### src/rtl/line_pkg.sv
// Shared definitions for the line raster engine: FSM state encoding
// and default coordinate / screen / frame-buffer geometry.
package line_pkg;

    typedef enum logic [1:0] {
        IDLE  = 2'd0,
        SETUP = 2'd1,
        STEP  = 2'd2,
        DONE  = 2'd3
    } line_state_t;

    localparam int DEF_WIDTH    = 13;
    localparam int DEF_SCREEN_W = 640;
    localparam int DEF_SCREEN_H = 480;
    localparam int DEF_ADDR_W   = 19;
    localparam int DEF_COLOR_W  = 3;

endpackage

### src/rtl/line_clip_addr.sv
// Combinational screen clip and linear frame-buffer address.
// Ports: x, y (signed point) -> in_bounds, addr = y*SCREEN_W + x.
module line_clip_addr
    import line_pkg::*;
#(
    parameter int CW       = DEF_WIDTH + 2,
    parameter int SCREEN_W = DEF_SCREEN_W,
    parameter int SCREEN_H = DEF_SCREEN_H,
    parameter int ADDR_W   = DEF_ADDR_W
) (
    input  logic signed [CW-1:0]  x,
    input  logic signed [CW-1:0]  y,
    output logic                  in_bounds,
    output logic [ADDR_W-1:0]     addr
);

    localparam logic signed [CW-1:0] W_LIM = CW'(SCREEN_W);
    localparam logic signed [CW-1:0] H_LIM = CW'(SCREEN_H);

    logic [ADDR_W-1:0] xu;
    logic [ADDR_W-1:0] yu;

    assign in_bounds = !x[CW-1] && (x < W_LIM)
                    && !y[CW-1] && (y < H_LIM);

    // Address is only meaningful when in_bounds; wraps to ADDR_W bits.
    assign xu   = ADDR_W'($unsigned(x));
    assign yu   = ADDR_W'($unsigned(y));
    assign addr = yu * ADDR_W'(SCREEN_W) + xu;

endmodule

### src/rtl/line_raster_engine.sv
// Bresenham line rasteriser writing one pixel per cycle to a frame buffer.
// Ports: cmd_valid/cmd_ready + endpoints/colour in; FB_WE/FB_addr/color_out
// with FB_ready back-pressure; busy and a one-cycle sys_finish pulse.
module line_raster_engine
    import line_pkg::*;
#(
    parameter int WIDTH    = DEF_WIDTH,
    parameter int SCREEN_W = DEF_SCREEN_W,
    parameter int SCREEN_H = DEF_SCREEN_H,
    parameter int ADDR_W   = DEF_ADDR_W,
    parameter int COLOR_W  = DEF_COLOR_W
) (
    input  logic                      clk,
    input  logic                      reset,
    input  logic                      cmd_valid,
    output logic                      cmd_ready,
    input  logic signed [WIDTH-1:0]   x0,
    input  logic signed [WIDTH-1:0]   y0,
    input  logic signed [WIDTH-1:0]   x1,
    input  logic signed [WIDTH-1:0]   y1,
    input  logic [COLOR_W-1:0]        color_in,
    input  logic                      FB_ready,
    output logic                      FB_WE,
    output logic [ADDR_W-1:0]         FB_addr,
    output logic [COLOR_W-1:0]        color_out,
    output logic                      busy,
    output logic                      sys_finish
);

    localparam int EW = WIDTH + 2;
    localparam logic signed [EW-1:0] ZERO = '0;
    localparam logic signed [EW-1:0] P1   = EW'(1);
    localparam logic signed [EW-1:0] M1   = '1;

    line_state_t state, state_nx;

    logic signed [EW-1:0] x0_r, y0_r, x1_r, y1_r;
    logic signed [EW-1:0] x, y, dx, dy, sx, sy, err;
    logic [COLOR_W-1:0]   col_r;

    logic signed [EW-1:0] ddx, ddy, adx, ady, sx_c, sy_c;
    logic signed [EW:0]   e2, dx_w, dy_w;
    logic                 step_x, step_y, last;
    logic                 in_bounds, adv, take;
    logic [ADDR_W-1:0]    pix_addr;

    assign take = cmd_valid && cmd_ready;

    assign ddx  = x1_r - x0_r;
    assign ddy  = y1_r - y0_r;
    assign adx  = ddx[EW-1] ? -ddx : ddx;
    assign ady  = ddy[EW-1] ? -ddy : ddy;
    assign sx_c = ddx[EW-1] ? M1 : ((ddx == ZERO) ? ZERO : P1);
    assign sy_c = ddy[EW-1] ? M1 : ((ddy == ZERO) ? ZERO : P1);

    // One extra bit so 2*err never wraps.
    assign e2     = {err, 1'b0};
    assign dx_w   = {dx[EW-1], dx};
    assign dy_w   = {dy[EW-1], dy};
    assign step_x = (e2 >= dy_w);
    assign step_y = (e2 <= dx_w);
    assign last   = (x == x1_r) && (y == y1_r);

    // Off-screen points never wait on the frame buffer.
    assign adv = (state == STEP) && (!in_bounds || FB_ready);

    line_clip_addr #(
        .CW       (EW),
        .SCREEN_W (SCREEN_W),
        .SCREEN_H (SCREEN_H),
        .ADDR_W   (ADDR_W)
    ) u_clip (
        .x         (x),
        .y         (y),
        .in_bounds (in_bounds),
        .addr      (pix_addr)
    );

    always_ff @(posedge clk or posedge reset) begin
        if (reset) state <= IDLE;
        else       state <= state_nx;
    end

    always_comb begin
        state_nx = state;
        unique case (state)
            IDLE:  if (take) state_nx = SETUP;
            SETUP: state_nx = STEP;
            STEP:  if (adv && last) state_nx = DONE;
            DONE:  state_nx = IDLE;
            default: state_nx = IDLE;
        endcase
    end

    always_comb begin
        cmd_ready  = (state == IDLE) && !reset;
        busy       = (state != IDLE);
        sys_finish = (state == DONE);
        FB_WE      = (state == STEP) && in_bounds;
        FB_addr    = FB_WE ? pix_addr : '0;
        color_out  = FB_WE ? col_r : '0;
    end

    always_ff @(posedge clk or posedge reset) begin
        if (reset) begin
            x0_r  <= '0;
            y0_r  <= '0;
            x1_r  <= '0;
            y1_r  <= '0;
            col_r <= '0;
            x     <= '0;
            y     <= '0;
            dx    <= '0;
            dy    <= '0;
            sx    <= '0;
            sy    <= '0;
            err   <= '0;
        end else begin
            if (take) begin
                x0_r  <= EW'(x0);
                y0_r  <= EW'(y0);
                x1_r  <= EW'(x1);
                y1_r  <= EW'(y1);
                col_r <= color_in;
            end
            if (state == SETUP) begin
                dx  <= adx;
                dy  <= -ady;
                sx  <= sx_c;
                sy  <= sy_c;
                err <= adx - ady;
                x   <= x0_r;
                y   <= y0_r;
            end
            if (adv && !last) begin
                if (step_x) x <= x + sx;
                if (step_y) y <= y + sy;
                err <= err + (step_x ? dy : ZERO)
                           + (step_y ? dx : ZERO);
            end
        end
    end

endmodule
### config.mk
export PLATFORM = sky130hd
export DESIGN_NAME = line_raster_engine
export DESIGN_NICKNAME = d
export VERILOG_FILES = /design/src/rtl/line_pkg.sv /design/src/rtl/line_clip_addr.sv /design/src/rtl/line_raster_engine.sv
export SDC_FILE = /design/constraint.sdc
export NUM_CORES = 1
export LEC_CHECK = 0
export CAP_MARGIN = 10
export CORE_MARGIN = 1
export CORE_UTILIZATION = 40
export DETAILED_ROUTE_END_ITERATION = 7
export SYNTH_ARGS = -nofsm -noshare
export SYNTH_HDL_FRONTEND = slang
export SYNTH_HIERARCHICAL = 1
export SYNTH_SLANG_ARGS = --single-unit
### constraint.sdc
create_clock -name clk -period 14.3 [get_ports clk]
set_input_delay 2.86 -clock clk [delete_from_list [all_inputs] [get_ports clk]]
set_output_delay 2.86 -clock clk [all_outputs]
set_load 0.02 [all_outputs]
==> flow_summary.yaml <==
sta:
  rsz0062_at_grt: "false"
  finalSetupViolCount: 0
  slew_headroom_pct: 25.5
  timing.final.crit_period_ns: 7.05
  fmax_mhz: 142
  fin_crit_sh_pct: 49.3
  timing.hold.ws_ns: 0.504
  drv_slew: 0
  tightest_slew_ns: 1.11
  fin_tns_setup_ns: 0
  hold_violations: 0
  fin_worst_skew_ns: 0.0161
final_layout:
  layout-drive-gt1-share_pct: 9.66
  finish.utilization_pct: 46.9
  final_cell_mix: "143 x ha_1, 136 x dfrtp_1, 113 x inv_1"
  areaGrowthSynthToFinish_pct: 14.1
  layout_commonest_cell: "ha_1"
  nets: 1703
  final_cell_area_mm2: 0.0145
floorplanning:
  core_area_mm2: 0.0310
  io_pins: 85
  die-area_mm2: 0.0326
  initial_utilization_pct: 41.1
  die_h_um: 180
  chipWidth_um: 180
  rows: 64
synthesis:
  syn_nets: 1640
  synth_edf_count: 0
  seq_area_frac_synth_pct: 26.7
  synthArstFlopShare_pct: 100
  avgSynthCellArea_um2: 9.00
  synth_cells: 1415
  syn_area_mm2: 0.0127
  ys_ff_latch: 136
  ys_warn_count: 6
  yosysUniqueCellTypes: 80
  synth_ff_type: "dfrtp_1"
clocking:
  clk_latency_ns: 0.44
  cts-root-buf: "clkbuf_16"
  cts-htree-levels: 4
  post_cts_buffers: 0
  tritoncts: "built"
  ctsResizeCount: 0
  cts_hold_buffers: 0
  cts-buffers-inserted: 17
  clk_pin_slew_worst_paths_ns: 0.07
  clk_path_buf_depth: 2
  clock-sinks: 136
route:
  drt_first_pass_iters: 7
  num_vias: 10487
  wl_um: 34100
  drc: 0
  via_per_inst: 5.55
  detail_route.iter0.violations: 644
  final_antenna_net_count: 0
  wire_per_inst_um: 18.1
critical_path:
  worstPathMaxFanout: 2
  setup.worst_path.start_class: "input pin"
  cp.arrival_ns: 4.19
  required_ns: 11.44
  crit_path_end_kind: "output port"
  worstSetupPathType: "in2out"
global_route:
  grt_max_degree: 79
  grt_pass1_wl_um: 55500
  grt_pass1_vias: 10476
  antenna_found_initial: 2
  grtUsageTotal_pct: 21.4
  grt-ovfl-total: 0
place:
  gp_congestion: 0.847
  io_buffer_count: 84
  place_area_mm2: 0.0139
  dp_hpwl_um: 26300
run_status:
  status: "finished clean"
hold_path:
  hold_class: "reg2reg"
job:
  cap_violations: 0
final timing paths:
| check | from | endpoint | slack (ns) | depth (start not counted) |
|---|---|---|---|---|
| setup / recovery | reset | cmd_ready | 7.25 | 3 |
| hold reg to reg | col_r[1]$_DFFE_PP0P_ | col_r[1]$_DFFE_PP0P_ | 0.50 | 1 |
| setup reg to reg | y0_r[6]$_DFFE_PP0P_ | err[14]$_DFFE_PP0P_ | 8.62 | 20 |
| max in group asynchronous | reset | y1_r[1]$_DFFE_PP0P_ | 10.07 | 3 |
| hold / removal | col_r[1]$_DFFE_PP0P_ | col_r[1]$_DFFE_PP0P_ | 0.50 | 1 |
| min in group asynchronous | reset | x[13]$_DFF_PP0_ | 2.97 | 2 |
logic make-up after synthesis:
family / count (synthesis) / share of synthesized area, %
mux: 98 / 8.41
compound gates: 323 / 17.1
buf+inv: 161 / 5.03
simple gates: 398 / 15.8
xor+xnor: 133 / 9.25
fa+ha+maj: 166 / 17.6
flops: 136 / 26.7
per-layer routing:
layer | GRT usage (%) | vias up | share of wire [%]
met5 | 0 | - | 0
met4 | 6.19 | 0 | 2.4
met3 | 3.68 | 39 | 4.0
met2 | 36.2 | 201 | 47
met1 | 27.9 | 5053 | 46
li1 | - | 5194 | -
cell type report:
class                   count  area [µm²]
flip-flops and latches    136        3400
clock inverters            15         171
well taps                 396         495
multi-input cells        1118        8710
repair buffers             91         893
fillers                  2956       16500
clock buffers              17         425
inverters                 114         433
diodes                      1        2.50
per-stage QoR:
step	setup slack, ns	instances
3_3_place_gp	7.28	1854
5_1_grt	7.20	1887
6_report	7.25	1888
3_5_place_dp	7.26	1854
2_1_floorplan	7.80	1415
4_1_cts	7.25	1886
sequential cells by signal, indices dropped and copies added (netlist names):
signal  flops
y          15
sx          2
sy          2
dy         15
x1_r       13
dx         15
y1_r       13
y0_r       13
col_r       3
err        15
x0_r       13
x          15
state       2
synthesized netlist by cell type, types with 30 or more instances:
cell	number	share of area, %
nor2_1	98	2.9
xor2_1	61	4.2
a21oi_1	96	3.8
and3_1	45	2.2
nand3_1	36	1.4
dfrtp_1	136	27
inv_1	114	3.4
ha_1	144	14
xnor2_1	71	4.9
o21ai_0	61	2.4
clkbuf_1	30	0.88
nand2_1	82	2.4
mux2_2	72	6.4
worst max-delay path, stage by stage:
cell	delay [ns]
clkdlybuf4s50_1	0.50
nor2_1	0.19
clkdlybuf4s50_1	0.63
Power is left out: the tool's default activity adds up to more than one toggle a clock period on the data nets, which glitch-free logic cannot reach.
